**config.mk**
```make
export PLATFORM = sky130hd
export DESIGN_NAME = am_dot_acc
export DESIGN_NICKNAME = d
export VERILOG_FILES = /design/src/rtl/am_pkg.sv /design/src/rtl/am_sat_add.sv /design/src/rtl/am_dot_acc.sv
export SDC_FILE = /design/constraint.sdc
export NUM_CORES = 1
export LEC_CHECK = 0
export ABC_CLOCK_PERIOD_IN_PS = 2980
export CAP_MARGIN = 25
export CORE_UTILIZATION = 25
export CTS_CLUSTER_DIAMETER = 150
export CTS_CLUSTER_SIZE = 24
export DETAILED_ROUTE_END_ITERATION = 8
export PLACE_DENSITY = 0.43
export RECOVER_POWER = 100
export SYNTH_ARGS = -nofsm -noshare
export SYNTH_HDL_FRONTEND = slang
export SYNTH_SLANG_ARGS = --single-unit
```
**constraint.sdc**
```tcl
create_clock -name clk -period 2.98 [get_ports clk]
set_input_delay 0.596 -clock clk [delete_from_list [all_inputs] [get_ports clk]]
set_output_delay 0.596 -clock clk [all_outputs]
set_load 0.05 [all_outputs]
```
**src/rtl/am_pkg.sv**
```systemverilog
// Shared definitions for the approximate-multiplier dot-product accumulator.
//   PROD_W  : width of one product from the 8x8 multiplier stage.
//   state_e : accumulator FSM states.
package am_pkg;

    localparam int unsigned PROD_W = 16;

    typedef enum logic [1:0] {
        StIdle  = 2'd0,
        StAccum = 2'd1,
        StHold  = 2'd2
    } state_e;

endpackage : am_pkg

```
**src/rtl/am_sat_add.sv**
```systemverilog
// Saturating unsigned adder: ACC_W-bit accumulator plus a zero-extended PROD_W-bit product.
// Ports:
//   i_acc   : current accumulator value.
//   i_add   : unsigned product to add.
//   o_sum   : i_acc + i_add, clamped to all ones on overflow.
//   o_carry : 1 when the true sum does not fit in ACC_W bits.
module am_sat_add
    import am_pkg::*;
#(
    parameter int unsigned ACC_W = 24
) (
    input  logic [ACC_W-1:0]  i_acc,
    input  logic [PROD_W-1:0] i_add,
    output logic [ACC_W-1:0]  o_sum,
    output logic              o_carry
);

    // One extra bit catches the carry out of the accumulator width.
    logic [ACC_W:0] w_full;

    assign w_full  = {1'b0, i_acc} + {{(ACC_W + 1 - PROD_W){1'b0}}, i_add};
    assign o_carry = w_full[ACC_W];
    assign o_sum   = w_full[ACC_W] ? {ACC_W{1'b1}} : w_full[ACC_W-1:0];

endmodule : am_sat_add

```
**src/rtl/am_dot_acc.sv**
```systemverilog
// Dot-product / tap-sum accumulator on the multiplier's product stream.
// Sums up to LEN unsigned products (or fewer when i_prod_last ends the group) into a
// saturating ACC_W-bit value and presents the result on a valid/ready port.
// Ports:
//   clk, rst_n                       : clock, asynchronous active-low reset.
//   i_prod_valid/i_prod_data/i_prod_last, o_prod_ready : product input stream.
//   o_out_valid/i_out_ready          : result handshake.
//   o_out_data                       : saturated group sum.
//   o_out_count                      : number of products in the group.
//   o_out_ovf                        : saturation happened within the group.
module am_dot_acc
    import am_pkg::*;
#(
    parameter int unsigned LEN   = 8,
    parameter int unsigned ACC_W = 24
) (
    input  logic              clk,
    input  logic              rst_n,
    input  logic              i_prod_valid,
    input  logic [PROD_W-1:0] i_prod_data,
    input  logic              i_prod_last,
    output logic              o_prod_ready,
    output logic              o_out_valid,
    input  logic              i_out_ready,
    output logic [ACC_W-1:0]  o_out_data,
    output logic [7:0]        o_out_count,
    output logic              o_out_ovf
);

    localparam logic [7:0] LenCnt = 8'(LEN);

    state_e           r_state;
    logic [ACC_W-1:0] r_acc;
    logic [7:0]       r_cnt;
    logic             r_ovf;
    logic             r_prod_ready;
    logic             r_out_valid;

    logic             w_accept;
    logic [ACC_W-1:0] w_sum;
    logic             w_carry;
    logic [7:0]       w_cnt_inc;
    logic             w_end_beat;

    assign w_accept   = i_prod_valid & r_prod_ready;
    assign w_cnt_inc  = r_cnt + 8'd1;
    // Covers both a full group and an early end; a last beat that also fills the group
    // ends it just once.
    assign w_end_beat = (w_cnt_inc == LenCnt) | i_prod_last;

    // In StIdle the accumulator is zero, so the same adder yields the plain first product.
    am_sat_add #(
        .ACC_W (ACC_W)
    ) u_sat_add (
        .i_acc   (r_acc),
        .i_add   (i_prod_data),
        .o_sum   (w_sum),
        .o_carry (w_carry)
    );

    always_ff @(posedge clk or negedge rst_n) begin
        if (!rst_n) begin
            r_state      <= StIdle;
            r_acc        <= '0;
            r_cnt        <= '0;
            r_ovf        <= 1'b0;
            r_prod_ready <= 1'b0;
            r_out_valid  <= 1'b0;
        end else begin
            case (r_state)
                StIdle, StAccum: begin
                    r_prod_ready <= 1'b1;
                    if (w_accept) begin
                        r_acc <= w_sum;
                        r_cnt <= w_cnt_inc;
                        r_ovf <= r_ovf | w_carry;
                        if (w_end_beat) begin
                            r_state      <= StHold;
                            r_prod_ready <= 1'b0;
                            r_out_valid  <= 1'b1;
                        end else begin
                            r_state <= StAccum;
                        end
                    end
                end
                StHold: begin
                    if (i_out_ready) begin
                        r_state      <= StIdle;
                        r_acc        <= '0;
                        r_cnt        <= '0;
                        r_ovf        <= 1'b0;
                        r_prod_ready <= 1'b1;
                        r_out_valid  <= 1'b0;
                    end
                end
                default: begin
                    r_state      <= StIdle;
                    r_acc        <= '0;
                    r_cnt        <= '0;
                    r_ovf        <= 1'b0;
                    r_prod_ready <= 1'b1;
                    r_out_valid  <= 1'b0;
                end
            endcase
        end
    end

    assign o_prod_ready = r_prod_ready;
    assign o_out_valid  = r_out_valid;
    assign o_out_data   = r_acc;
    assign o_out_count  = r_cnt;
    assign o_out_ovf    = r_ovf;

endmodule : am_dot_acc

```
==> flow_metrics.py <==
metrics = {
    "run_status": {
        "status": "completed",
    },
    "final_layout": {
        "multiInputGateArea_sq_um": 1690,
        "area_growth_pct": 32.2,
        "fill_cells": 1102,
        "nNetsFinal": 421,
        "num_antenna_cells": 0,
        "ff_latch_area_sq_um": 926,
        "final_util_pct": 34.2,
        "drive_gt1_share_pct": 9.92,
        "finalNonFillerCells": 519,
    },
    "power_and_ir_drop": {
        "clkPwrFrac_pct": 14.7,
        "irDropWorstVdd_v": 0.000279,
        "powerDensity_nw_per_um2": 891,
        "switching_share_pct": 50.4,
        "p_sw_mw": 1.60,
        "p_leak_nw": 1.57,
        "power_frac_comb_pct": 61.5,
        "p_int_mw": 1.58,
        "p_seq_share_pct": 23.8,
    },
    "floorplanning": {
        "io_pins": 56,
        "die_area_sq_um": 11200,
        "die_h_microns": 106,
        "core_area_sq_um": 10400,
        "initial_core_util_pct": 25.9,
        "row_count": 37,
        "die_w_microns": 106,
    },
    "synth": {
        "synth_top_area_share_pct": 34.3,
        "synth_cell_types": 57,
        "syn-cell-area_sq_um": 2700,
        "synth_area_leaders": "dfrtp_1 34%, nand2_1 8.1%, ha_1 7.9%",
        "mappedNetlistNets": 356,
        "synth_flop_cell": "dfrtp_1",
        "synth-edff-count": 0,
        "ys_ff_latch": 37,
        "ys_seq_area_share_pct": 34.3,
        "yosysTopAreaCell": "dfrtp_1",
        "yosys_warnings": 0,
        "ys_async_sr_fraction_pct": 100,
        "syn_avg_cell_area_sq_um": 8.51,
        "syn_inst": 317,
    },
    "sta": {
        "fin_setup_tns_ps": 0,
        "rsz0062_at_grt": "no",
        "slew_headroom_pct": 3.40,
        "maxSlewViolCount": 0,
        "period_share_pct": 89.7,
        "worst_pin_slew_ps": 1450,
        "fin_ws_ps": 306,
        "period_minus_slack_ps": 2670,
        "fin_worst_skew_ps": 5.80,
        "setup_viol": 0,
        "hold_violations": 0,
        "clock.fmax_ghz": 0.374,
    },
    "clock_network": {
        "clock_path_buffers": 2,
        "cts_tree": "built",
        "htreeDepth": 2,
        "root_buffer": "clkbuf_8",
        "insertion_delay_ps": 300,
        "cts_setup_buffers": 0,
        "clkSinkCount": 37,
        "ctsResizeCount": 0,
        "ctsHoldBuffers": 0,
        "clk_pin_slew_worst_paths_ps": 90,
        "cts_made_buffers": 5,
    },
    "job": {
        "max_cap_viol_count": 0,
    },
    "worst_setup_path": {
        "critPathMaxStageDelay_ps": 430,
        "start_kind": "input port",
        "timing.critical_path.cells": "clkdlybuf4s50_1 > ha_1 > fa_1 > nand3_1 > a21oi_1 > nor3_2 > a21oi_1 > and4b_1 > a211oi_1",
        "endpoint_kind": "flop",
        "r2r_setup_slack_ps": 590,
        "cpMostUsedCell": "a21oi_1",
        "crit_type": "in2reg",
        "path_max_fanout": 8,
        "crit_path_top_delay_cell": "fa_1",
        "cp.arrival_ps": 2880,
        "crit_required_ps": 3190,
    },
    "grt": {
        "antenna_found_initial": 0,
        "grt_max_degree": 38,
        "grt_pass1_vias": 2539,
        "grt_pass1_wl_microns": 13300,
        "grt_remaining_overflow": 0,
        "grt_usage_pct": 14.9,
    },
    "placement": {
        "dp_slack_ps": 63.3,
        "dp_hpwl_microns": 5850,
        "routabilityCongestion": 0.765,
        "io_buffers": 55,
        "placedCellCount": 510,
    },
    "routing": {
        "ant_nets": 0,
        "dr.pass1.iters": 5,
        "viasPerCell": 4.92,
        "vias": 2556,
        "wirelength_microns": 7920,
        "drc": 0,
        "wl_per_cell_microns": 15.3,
        "first_iter_violations": 82,
    },
    "hold_path": {
        "hold_class": "in2async",
    },
}
[final timing paths]
kind / depth (start not counted) / from / end
worst max-delay path: 9 / i_prod_data[0] / o_out_data[18]
worst min-delay path: 1 / rst_n / o_out_data[0]
worst max register to register: 7 / o_out_data[9] / o_out_data[18]
worst min register to register: 2 / o_out_data[6] / o_out_data[6]
max in group asynchronous: 2 / rst_n / o_out_data[15]
min in group clk: 2 / o_out_data[6] / o_out_data[6]
[synthesized netlist by cell type, types with 2 or more instances]
| cell type | count |
|---|---|
| nand3_1 | 12 |
| and4_1 | 2 |
| o21a_1 | 2 |
| o31ai_1 | 2 |
| inv_1 | 2 |
| a22oi_1 | 2 |
| dfrtp_1 | 37 |
| nand4_1 | 8 |
| o211ai_1 | 8 |
| a211oi_1 | 4 |
| a21oi_1 | 19 |
| nor3_1 | 4 |
| o21bai_1 | 2 |
| a22o_1 | 3 |
| ha_1 | 17 |
| a31oi_1 | 3 |
| xor2_1 | 6 |
| clkbuf_1 | 6 |
| o2111ai_1 | 2 |
| o21ai_1 | 13 |
| a21oi_2 | 7 |
| buf_2 | 6 |
| or3_1 | 2 |
| nand2_1 | 58 |
| and2_1 | 8 |
| o21ai_0 | 18 |
| o21ai_2 | 3 |
| a21o_1 | 7 |
| nor2_1 | 20 |
| a211o_1 | 2 |
| xnor2_1 | 5 |
| a311oi_1 | 2 |
[flip-flops by register name, indices dropped and copies added (netlist names)]
signal,cells
o_out_ovf,1
o_out_valid,1
o_prod_ready,1
o_out_count,8
r_state,2
o_out_data,24
[layout make-up]
class | count | area share, %
multi-input cells | 264 | 47.3
inverters | 2 | 0.210
clock buffers | 5 | 1.93
flip-flops and latches | 37 | 26.0
clock inverters | 3 | 1.30
well taps | 136 | 4.77
repair buffers | 72 | 18.5
[per-stage QoR]
step,hold slack (ps),cell area (sq um),power (mW)
2_1_floorplan,300,2700,2.17
3_3_place_gp,486,3470,2.82
3_5_place_dp,491,3470,2.80
4_1_cts,459,3590,3.29
5_1_grt,393,3570,3.43
6_report,329,3570,3.18
[per-layer routing]
layer	track usage, %	up-vias	wire, microns
met5	0	-	0
met4	4.07	0	89
met3	2.21	7	160
met2	23.9	35	3560
met1	20.9	1214	4110
li1	-	1300	-
[worst max-delay path: cells and delay by family]
family,cells,cell delay (ps)
and+or+nand+nor,3,690
buffers and inverters,1,400
adders and majority gates,2,660
AOI/OAI and AO/OA,3,530
[power groups by stage]
stage               logic, mW  clock network (mW)  registers, mW
floorplan               0.985                   0           1.19
global placement         2.04                   0          0.776
detailed placement       2.02                   0          0.780
CTS                      2.03               0.491          0.771
global route             2.14               0.502          0.791
finish                   1.95               0.466          0.757
[kinds of logic (layout without fill, tap and decap cells)]
family                     Yosys count  after routing  synth area share, %
buffers and inverters               16             82                 2.78
adders and majority gates           18             18                 8.62
DFF                                 37             37                 34.3
and+or+nand+nor                    124            124                 21.7
AOI/OAI and AO/OA                  111            111                 29.0
xor gates and xnor gates            11             11                 3.57
[cell usage in the layout (no fill, tap or decap), types with 7 or more instances in the layout]
master	count
nand4_1	8
o211ai_1	8
ha_1	17
nand2_1	59
o21ai_0	25
clkdlybuf4s50_1	18
nor2_1	20
a21o_1	7
buf_4	14
dfrtp_1	37
nand3_1	12
dlygate4sd3_1	36
a21oi_1	21
No activity file was read; power rests on OpenSTA's default activity.
==> patch 1 (config.mk and constraints unchanged) <==
Make the reset (`rst_n`) synchronous in one clocked block. Comments in the files are not updated.
--- a/src/rtl/am_dot_acc.sv
+++ b/src/rtl/am_dot_acc.sv
@@ -60,3 +60,3 @@
 
-    always_ff @(posedge clk or negedge rst_n) begin
+    always_ff @(posedge clk) begin
         if (!rst_n) begin
Behaviour: differs if rst_n is asserted again (counterexample within 4 cycles, from zero or initial values and one cycle with rst_n low); with rst_n held inactive, the same outputs for 10 cycles.
==> patch 1 against the original RTL <==
- routed wire length is 14% lower
- final area is 7.4% lower
- worst setup slack worse by 88 ps
- area after synthesis is 12% lower
- synthesized cell count is 4.1% lower
- sequential cell count stayed put
Power is not compared: it rests on default switching activity, and its combinational part moved more than twofold at a synthesized area within 25%.
==> patch 1: results (changes against the original RTL) <==
Run status
  – Outcome: complete, no violations (unchanged)

Route
  – Via/cell ratio: 4.848 (was 4.925)
  – Number of DRC violations after detailed-routing iteration 0: 88 (was 82)
  – Wire length reported by the detailed router: 6782 um (was 7922 um)
  – Initial DRT Pass Iterations: 7 (was 5)

Critical path
  – FF-to-FF End: o_out_data[8] (was o_out_data[18])
  – Kind of cell adding the most delay to the critical path: compound AO/OA/AOI/OAI gates (was simple AND/OR/NAND/NOR gates)
  – Cell depth of the worst flop-to-flop path: 10 (was 7)
  – Top fanout value on the critical path: 9 (was 8)
  – Arrival time worst endpoint: 2950 ps (was 2880 ps)
  – Beginning of the worst register-to-register path: o_out_data[0] (was o_out_data[9])
  – Reg-to-reg setup timing slack: 630 ps (was 590 ps)

Global routing
  – Total global-route track usage: 14.47% (was 14.94%)
  – Pin count of the biggest net entering global routing: 24 (was 38)
  – Via count of the first global-routing pass: 2,409 (was 2,539)
  – Global-route wire length before repair: 11,500 um (was 13,340 um)

Final layout
  – Number of fill cells in the layout: 994 (was 1,102)
  – Flip-flop count of the largest register after layout: 24 (unchanged)
  – Fraction of layout instances using a drive strength above 1: 10.18% (was 9.922%)
  – Post-layout net count: 422 (was 421)
  – Post-route non-filler standard cell count: 494 (was 519)

Synthesis
  – Net Count, Synth: 343 (was 356)
  – Primary flip-flop cell chosen by synthesis mapping: dfxtp_1 (was dfrtp_1)
  – Library cells used by synthesis: 47 (was 57)
  – Portion of the post-synthesis area used by sequential elements: 31.31% (was 34.31%)
  – Top cells by area in the synthesized netlist: dfxtp_1, nand2_1, ha_1 (was dfrtp_1, nand2_1, ha_1)
  – Share of synthesized registers carrying an async set or reset: 0% (was 100.0%)
  – Gate Count Post-Synth: 304 (was 317)
  – Top cells by instance count after synthesis: nand2_1, dfxtp_1, o21ai_0 (was nand2_1, dfrtp_1, nor2_1)

Power
  – Cell-internal power: ~870 uW
  – Max IR drop VDD: 0.1775 mV

CTS
  – Clock tree buffer depth: 2 (unchanged)

STA
  – Worst-Margin Slew: 520.5 ps (was 1449 ps)
  – Worst Skew: 5.449 ps (was 5.804 ps)

Hold path
  – Path category of the worst min-delay check: reg -> reg (was in -> async)
  – Worst Min Path Start: o_out_data[0]

Placement
  – Post-DP HPWL: 5093 um (was 5846 um)
  – Final estimated routing congestion in global placement: 0.7880 (was 0.7647)
[patch 1: cell count changes after synthesis, moves of 4 or more]
cell / unedited run / this run
o21ai_1: 13 / 0
dfrtp_1: 37 / 0
a21oi_2: 7 / 0
buf_2: 6 / 2
dfxtp_1: 0 / 37
nor2b_1: 0 / 5
a21oi_1: 19 / 27
o21ai_0: 18 / 33
[patch 1: repair_timing]
action,4_1_cts,5_1_grt
setup endpoints to repair,0,17
buffers inserted,0,0
resized for setup,0,1
[patch 1: final cells by class]
type	instances	share of cell area, %
Tap cell	111	4.203
Sequential cell	37	22.42
Clock buffer	7	2.613
Timing Repair Buffer	81	22.57
Inverter	4	0.4544
Multi-Input combinational cell	254	47.75
[patch 1: metal layers]
metal  GRT usage (%)  part of all wire [%]  routed length, um
met5               0                     0                  0
met4           3.281                  0.86                 58
met3           3.162                   4.2                282
met2           24.73                    46               3133
met1           18.60                    49               3308
[patch 1: through the flow]
step / setup WS [ps] / hold WS [ps] / instance area, um^2 / TNS (ps)
after floorplan: 271.4 / 446.6 / 2366 / 0
after global placement: -152.7 / 447.6 / 3213 / -2456
after detailed placement: -217.3 / 452.6 / 3213 / -3886
after CTS: 86.68 / 463.1 / 3299 / 0
after global routing: 9.549 / 488.0 / 3304 / 0
final: 218.4 / 455.5 / 3304 / 0
[patch 1: cell families (layout without fill, tap and decap cells)]
logic type | Yosys count | count (layout) | synth area share, %
AO/OA/AOI/OAI | 98 | 98 | 27.13
XOR/XNOR | 13 | 13 | 4.812
flip-flops | 37 | 37 | 31.31
AND/OR/NAND/NOR | 125 | 125 | 24.70
adder cells (fa/ha/maj) | 18 | 18 | 9.836
buffers and inverters | 13 | 92 | 2.221
==> patch 2 (same settings) <==
Made on the original files. `LEN`: 8 -> 4.
--- a/src/rtl/am_dot_acc.sv
+++ b/src/rtl/am_dot_acc.sv
@@ -13,3 +13,3 @@
 #(
-    parameter int unsigned LEN   = 8,
+    parameter int unsigned LEN   = 4,
     parameter int unsigned ACC_W = 24
Function: changed (Yosys sat finds a counterexample within 10 cycles, from zero or initial values and one cycle with rst_n low).
==> patch 2 against the original RTL <==
- the run now ends with max-capacitance violations, max-slew violations left
- core utilization increased by 1.4 points
- hold slack improved by 170 ps
- worst setup slack got worse by 160 ps
- critical path type unchanged
- cell count decreased by 1.2%
- power increased by 1.8%
- final area decreased by 0.53%
- routed wire length decreased by 5.2%
- largest cell class unchanged
- global-route usage decreased by 0.39 points
- sequential cell count unchanged
- highest routed layer unchanged
- first-iteration DRC count decreased by 6.1%
- fmax decreased by 5.8%
- area after synthesis decreased by 3.4%
==> patch 2: results (changes against the original RTL) <==
STA
  – Max-slew violation count: 38 (was 0)
  – Fin Hold WS: 503.1 ps (was 329.3 ps)
  – Worst Skew: 13.61 ps (was 5.804 ps)

Run status
  – Violated checks: max-capacitance violations, max-slew violations
  – Outcome: finished with violations (was complete, no violations)

Global routing
  – Global-route wire length before repair: 12,600 um (was 13,340 um)
  – Total global-route track usage: 14.55% (was 14.94%)

Critical path
  – FF-to-FF End: o_out_data[20] (was o_out_data[18])
  – Delay of the slowest cell on the worst path: 470 ps (was 430 ps)
  – Top fanout value on the critical path: 5 (was 8)
  – Critical-path top delay cell: clkdlybuf4s50_1 (was fa_1)
  – Arrival time worst endpoint: 3070 ps (was 2880 ps)
  – Cell depth of the worst flop-to-flop path: 10 (was 7)

Hold path
  – Path category of the worst min-delay check: reg -> reg (was in -> async)

Synthesis
  – Net Count, Synth: 346 (was 356)
  – Library cells used by synthesis: 62 (was 57)
  – Parity-gate share of the synthesized area counting xor and xnor cells: 4.033% (was 3.570%)
  – Top cells by area in the synthesized netlist: dfrtp_1, ha_1, nand2_1 (was dfrtp_1, nand2_1, ha_1)
  – Top cells by instance count after synthesis: nand2_1, dfrtp_1, a21oi_1 (was nand2_1, dfrtp_1, nor2_1)
  – Portion of the post-synthesis area used by sequential elements: 35.53% (was 34.31%)
  – Average cell area after synthesis: 8.489 um^2 (was 8.514 um^2)
  – Adder and majority cell fraction of the synthesized area: 8.929% (was 8.623%)
  – Multiplexer share of the synthesized area: 0.3841% (was 0%)

Power
  – Leakage power of the design: 0.001579 uW (was 0.001568 uW)

Job
  – Max_cap viols: 1 (was 0)

Final layout
  – Fraction of layout instances using a drive strength above 1: 13.16% (was 9.922%)
  – Post-route non-filler standard cell count: 513 (was 519)
  – Post-layout net count: 418 (was 421)

Placement
  – Final estimated routing congestion in global placement: 0.7794 (was 0.7647)
  – Pre-CTS setup slack: -266.5 ps (was 63.34 ps)

Route
  – Via/cell ratio: 4.889 (was 4.925)
  – Number of DRC violations after detailed-routing iteration 0: 77 (was 82)
## patch 2: cell count changes in the layout (fill, tap and decap cells not counted), sizes merged, moves of 3 or more
| cell | change |
|---|---|
| a21oi | -4 |
| a21o | -4 |
| o311ai | +4 |
| nor2b | +3 |
| a211oi | -5 |
| and3 | +3 |
| nand3 | +4 |
| inv | +3 |
| buf | +6 |
| o211ai | -3 |
| and2 | -4 |
## patch 2: layout make-up
class	count	area [um^2]
fillers	1045	6406
repair buffers	78	714.4
well taps	133	166.4
clock inverters	2	37.54
multi-input cells	252	1603
inverters	5	18.77
clock buffers	6	82.58
flip-flops and latches	37	925.9
## patch 2: cell families (layout without fill, tap and decap cells)
logic type | Yosys count | after routing
simple gates | 125 | 125
compound gates | 96 | 96
flops | 37 | 37
fa+ha+maj | 18 | 18
buf+inv | 18 | 91
xor+xnor | 12 | 12
mux | 1 | 1
## patch 2: layer usage
| metal | vias up | GRT usage (%) | routed length [um] |
|---|---|---|---|
| li1 | 1269 | - | - |
| met1 | 1187 | 19.50 | 3457 |
| met5 | - | 0 | 0 |
| met4 | 0 | 3.673 | 74 |
| met3 | 5 | 2.068 | 264 |
| met2 | 47 | 24.48 | 3716 |
## patch 2: power by group
group	switching (uW)	total [uW]	internal [uW]
Combinational	1240	1980	742
Sequential	144	784	640
Clock	195	468	272
## patch 2: metrics by stage
stage	area (um^2)	power [uW]	util [%]
floorplan	2606	2154	-
global route	3548	3482	35.65
CTS	3536	3331	35.52
global placement	3416	2854	34.31
detailed placement	3416	2842	34.31
finish	3548	3236	35.65
## patch 2: worst register-to-register path, stage by stage (launching register included)
cell and delay [ps]:
dfrtp_1 390, ha_1 210, fa_1 390, a21oi_1 160, buf_4 140, nor2_4 50, o31a_4 300, nand3_2 90
a31o_2 230, nor3_1 70, a311o_2 350
